$ cat src/rtl/untrusted_addr_filter.sv
// Address/permission firewall between an untrusted requester and a downstream target.
// Denied requests are answered locally with an error and logged in a sticky violation record.
module untrusted_addr_filter #(
   parameter int unsigned NumWindows = 2,
   parameter int unsigned AddrWidth  = 32,
   parameter int unsigned DataWidth  = 32,
   parameter int unsigned CntWidth   = 16,
   parameter logic [NumWindows-1:0][AddrWidth-1:0] WinBase = {32'h5000_0000, 32'h0000_0000},
   parameter logic [NumWindows-1:0][AddrWidth-1:0] WinMask = {32'h0001_ffff, 32'h0000_3fff}
) (
   input  logic                  clk_i,
   input  logic                  rst_ni,
   // upstream request
   input  logic                  up_req_valid_i,
   output logic                  up_req_ready_o,
   input  logic [AddrWidth-1:0]  up_req_addr_i,
   input  logic                  up_req_we_i,
   // downstream request
   output logic                  dn_req_valid_o,
   input  logic                  dn_req_ready_i,
   output logic [AddrWidth-1:0]  dn_req_addr_o,
   output logic                  dn_req_we_o,
   // downstream response
   input  logic                  dn_rsp_valid_i,
   input  logic                  dn_rsp_err_i,
   input  logic [DataWidth-1:0]  dn_rsp_data_i,
   // upstream response
   output logic                  up_rsp_valid_o,
   output logic                  up_rsp_err_o,
   output logic [DataWidth-1:0]  up_rsp_data_o,
   // permissions
   input  logic [NumWindows-1:0] win_rd_en_i,
   input  logic [NumWindows-1:0] win_wr_en_i,
   // violation status
   input  logic                  viol_clr_i,
   output logic [CntWidth-1:0]   viol_cnt_o,
   output logic                  viol_valid_o,
   output logic [AddrWidth-1:0]  viol_addr_o,
   output logic                  viol_we_o
);

   typedef enum logic [1:0] {
      ST_IDLE,
      ST_WAIT,
      ST_RSP
   } state_e;

   state_e               state_q, state_d;
   logic                 hit_c;
   logic                 allowed_c;
   logic                 viol_c;

   logic                 rsp_valid_d;
   logic                 rsp_err_d;
   logic [DataWidth-1:0] rsp_data_d;

   logic [CntWidth-1:0]  cnt_d;
   logic                 viol_valid_d;
   logic [AddrWidth-1:0] viol_addr_d;
   logic                 viol_we_d;

   assign dn_req_addr_o = up_req_addr_i;
   assign dn_req_we_o   = up_req_we_i;

   // Window decode: lowest matching index decides the permission bit.
   always_comb begin
      hit_c     = 1'b0;
      allowed_c = 1'b0;
      for (int unsigned i = 0; i < NumWindows; i++) begin
         if (!hit_c && ((up_req_addr_i & ~WinMask[i]) == (WinBase[i] & ~WinMask[i]))) begin
            hit_c     = 1'b1;
            allowed_c = up_req_we_i ? win_wr_en_i[i] : win_rd_en_i[i];
         end
      end
   end

   always_ff @(posedge clk_i or negedge rst_ni) begin
      if (!rst_ni) begin
         state_q <= ST_IDLE;
      end else begin
         state_q <= state_d;
      end
   end

   // Next state, handshake steering and next registered response.
   always_comb begin
      state_d        = state_q;
      dn_req_valid_o = 1'b0;
      up_req_ready_o = 1'b0;
      viol_c         = 1'b0;
      rsp_valid_d    = 1'b0;
      rsp_err_d      = 1'b0;
      rsp_data_d     = '0;
      unique case (state_q)
         ST_IDLE: begin
            if (allowed_c) begin
               dn_req_valid_o = up_req_valid_i;
               up_req_ready_o = dn_req_ready_i;
               if (up_req_valid_i && dn_req_ready_i) begin
                  state_d = ST_WAIT;
               end
            end else begin
               up_req_ready_o = 1'b1;
               if (up_req_valid_i) begin
                  state_d     = ST_RSP;
                  rsp_valid_d = 1'b1;
                  rsp_err_d   = 1'b1;
                  viol_c      = 1'b1;
               end
            end
         end
         ST_WAIT: begin
            if (dn_rsp_valid_i) begin
               state_d     = ST_RSP;
               rsp_valid_d = 1'b1;
               rsp_err_d   = dn_rsp_err_i;
               rsp_data_d  = dn_rsp_data_i;
            end
         end
         ST_RSP: begin
            state_d = ST_IDLE;
         end
         default: begin
            state_d = ST_IDLE;
         end
      endcase
   end

   // Violation record: clear first so a coincident violation is captured fresh.
   always_comb begin
      cnt_d        = viol_cnt_o;
      viol_valid_d = viol_valid_o;
      viol_addr_d  = viol_addr_o;
      viol_we_d    = viol_we_o;
      if (viol_clr_i) begin
         cnt_d        = '0;
         viol_valid_d = 1'b0;
         viol_addr_d  = '0;
         viol_we_d    = 1'b0;
      end
      if (viol_c) begin
         if (cnt_d != '1) begin
            cnt_d = cnt_d + CntWidth'(1);
         end
         if (!viol_valid_d) begin
            viol_valid_d = 1'b1;
            viol_addr_d  = up_req_addr_i;
            viol_we_d    = up_req_we_i;
         end
      end
   end

   always_ff @(posedge clk_i or negedge rst_ni) begin
      if (!rst_ni) begin
         up_rsp_valid_o <= 1'b0;
         up_rsp_err_o   <= 1'b0;
         up_rsp_data_o  <= '0;
         viol_cnt_o     <= '0;
         viol_valid_o   <= 1'b0;
         viol_addr_o    <= '0;
         viol_we_o      <= 1'b0;
      end else begin
         up_rsp_valid_o <= rsp_valid_d;
         up_rsp_err_o   <= rsp_err_d;
         up_rsp_data_o  <= rsp_data_d;
         viol_cnt_o     <= cnt_d;
         viol_valid_o   <= viol_valid_d;
         viol_addr_o    <= viol_addr_d;
         viol_we_o      <= viol_we_d;
      end
   end

endmodule

$ cat config.mk
export PLATFORM = sky130hd
export DESIGN_NAME = untrusted_addr_filter
export DESIGN_NICKNAME = d
export VERILOG_FILES = /design/src/rtl/untrusted_addr_filter.sv
export SDC_FILE = /design/constraint.sdc
export NUM_CORES = 1
export LEC_CHECK = 0
export ABC_AREA = 1
export BUFFER_PORTS_ARGS = -buffer_cell sky130_fd_sc_hd__buf_2
export CORE_MARGIN = 2
export CORE_UTILIZATION = 53
export DETAILED_ROUTE_END_ITERATION = 8
export PLACE_DENSITY = 0.94
export SLEW_MARGIN = 10
export SYNTH_ARGS = -nofsm -noshare
export SYNTH_HDL_FRONTEND = slang
export SYNTH_SLANG_ARGS = --single-unit
$ cat constraint.sdc
create_clock -name clk_i -period 4.35 [get_ports clk_i]
set_input_delay 0.6525 -clock clk_i [delete_from_list [all_inputs] [get_ports clk_i]]
set_output_delay 0.6525 -clock clk_i [all_outputs]
set_load 0.01 [all_outputs]
==> impl_metrics.toml <==
[timing]
post-route-period-util_pct = 56.9
rsz0062_at_grt = "false"
clock.fmax_mhz = 404
slew_violations = 0
relSlewSlack_pct = 28.5
setup_tns_ns = 0
tightest_slew_ns = 1.07
period_needed_ns = 2.47
hold_slack_ns = 0.460
setup-violations-final = 0
fin_skew_ns = 0.0136
hold_viol = 0

[power_and_ir_drop]
internal-power_mw = 1.16
switchingPower_mw = 0.546
power_mw = 1.71
switching_share_pct = 32.0
power_density_nw_per_um2 = 298
seqPwrFrac_pct = 50.4
p_leak_nw = 3.68
ir_drop_mv = 0.197
power_frac_comb_pct = 15.7
clkPwrFrac_pct = 33.9

[global_route]
grt_pass1_wl_um = 19600
grt_max_degree = 87
grt_overflow = 0
grt_antenna_before_repair = 0
grt_use_total_pct = 24.3
grt_pass1_vias = 4307

[synthesis]
syn_inst = 653
yosys.area.top_type = "dfrtp_1"
synthesis.area_um2 = 4850
synthTopCellsByArea = "dfrtp_1 44%, nand2_1 18%, nand3_1 8.9%, inv_1 5.3%, buf_4 5.3%"
ys_ff_latch = 86
yosys_warnings = 0
synth_area_per_cell_um2 = 7.42
synth_fp_nets = 730
ys_types = 26
seq_area_frac_synth_pct = 44.4
synth_top_area_share_pct = 44.4

[placement]
dp_hpwl_um = 8510
routabilityCongestion = 0.969
io_buffers = 194

[clock_network]
cts.repair.resized = 0
path_clk_slew_ns = 0.10
cts_setup_buffers = 0
cts_inserted_buffers = 9
clock-sinks = 86
cts.hold.buffers_added = 0
clkLatencyLatePin_ns = 0.36
cts-root-buf = "clkbuf_8"
cts_tree = "built"
cts_buffer_depth = 2
ctsHtreeMaxLevel = 3

[floorplan]
die_h_um = 99.6
ios = 195
rows = 34
coreArea_um2 = 8810
chipWidth_um = 99.6
die_area_um2 = 9930
start_util_pct = 55.0

[final_layout]
regArea_um2 = 2150
syn_to_final_growth_pct = 18.3
drive_gt1_share_pct = 31.3
final_common_cell = "nand2_1"
fill_cells = 758
multi_input_comb_area_um2 = 1970
final_cell_mix = "229 x nand2_1, 193 x buf_2, 86 x nand3_1, 86 x dfrtp_1, 69 x inv_1"
antenna_cells = 0
nNetsFinal = 872

[critical_path]
critPathCaptureType = "output port"
crit_required_ns = 3.70
path_cells = "buf_2 > nor3_1 > nand2_1 > nor2_1 > nand2_1 > nor3_1 > buf_2"
crit_path_start_kind = "primary input"
arrival_ns = 1.82
path_delay_family = "simple AND/OR/NAND/NOR gates"
slowest_stage = "nor3_1"
cp_num_buf_inv = 2
worstPathMaxFanout = 3
critical_path.max_stage_delay_ns = 0.25
worstSetupPathType = "primary input to output port"

[hold_path]
hold_path_class = "primary input to async pin"

[route]
routed-wl-met2_um = 6060
met3_length_um = 944
routed_wl_um = 11900
drt_iter0_drc = 264
met1Wirelength_um = 4680
dr.pass1.iters = 5
top_layer = "met4"
drcViolationCount = 0
via_count = 4607
wire_per_inst_um = 13.1
antenna_left = 0
drt-vias-per-instance = 5.07

[flow_run]
max-cap-violations = 0

[run_status]
outcome = "complete, no violations"
[registers in the layout, indices dropped and copies added, names as in the netlist]
signal          count
up_rsp_data_o      32
viol_addr_o        32
state_q             2
viol_cnt_o         16
up_rsp_err_o        1
up_rsp_valid_o      1
viol_we_o           1
viol_valid_o        1
[metal layers]
layer / up-vias / GRT usage, %
li1: 2260 / -
met1: 2120 / 30.3
met2: 205 / 41.4
met3: 22 / 6.11
met4: 0 / 7.90
met5: - / 0
[kinds of logic (layout without fill, tap and decap cells)]
kind of cell,after synthesis,in the layout,synth area share (%)
AO/OA/AOI/OAI,10,10,1.03
buffers and inverters,137,284,14.9
flip-flops,86,86,44.4
adder cells (fa/ha/maj),1,1,0.258
AND/OR/NAND/NOR,419,419,39.4
[final cells by class]
class | count | share of cell area, %
sequential | 86 | 37.5
multi-input combinational | 430 | 34.4
timing repair buffer | 195 | 17.1
inverter | 73 | 4.91
tap | 108 | 2.36
clock buffer | 9 | 2.16
clock inverter | 7 | 1.51
[through the flow]
step                      cell area (µm²)  util (%)  setup slack, ns  std cells
after floorplan                      4850         -             2.00        653
final                                5730      65.1             1.88        908
after global routing                 5730      65.1             1.69        908
after CTS                            5730      65.1             1.90        908
after global placement               5520      62.7             1.64        892
after detailed placement             5520      62.7             1.56        892
[final timing paths]
path	startpoint	end	slack, ns	depth (start not counted)
setup / recovery	up_req_addr_i[29]	dn_req_valid_o	1.88	7
hold / removal	rst_ni	viol_addr_o[5]	0.46	1
setup reg to reg	state_q[1]	viol_addr_o[11]	2.00	7
hold reg to reg	viol_we_o	viol_we_o	0.54	2
max in group asynchronous	rst_ni	state_q[1]	3.21	1
min in group clk_i	dn_rsp_data_i[7]	up_rsp_data_o[7]	0.48	3
[synthesized netlist by cell type]
cell and instances:
nor2_1 59, o21ai_0 10, inv_8 1, nand3_1 86, nand4_1 6, or2_2 1
ha_1 1, inv_2 3, nor2_4 5, nand2_4 5, nand2_1 229, buf_4 34
nand4_2 1, inv_1 69, buf_6 5, nor2_2 5, nand3_4 1, buf_2 15
buf_12 1, buf_1 3, clkbuf_1 6, nor3_1 4, nand3_2 11, dfrtp_1 86
nand2_2 5, nor2_8 1
[power groups by stage]
stage / Clock [mW] / Sequential [mW] / Combinational (mW)
after global placement: 0 / 0.874 / 0.265
after floorplan: 0 / 0.888 / 0.155
after CTS: 0.590 / 0.860 / 0.271
after detailed placement: 0 / 0.875 / 0.271
after global routing: 0.623 / 0.865 / 0.302
final: 0.578 / 0.860 / 0.269
(Power assumes the default switching activity.)
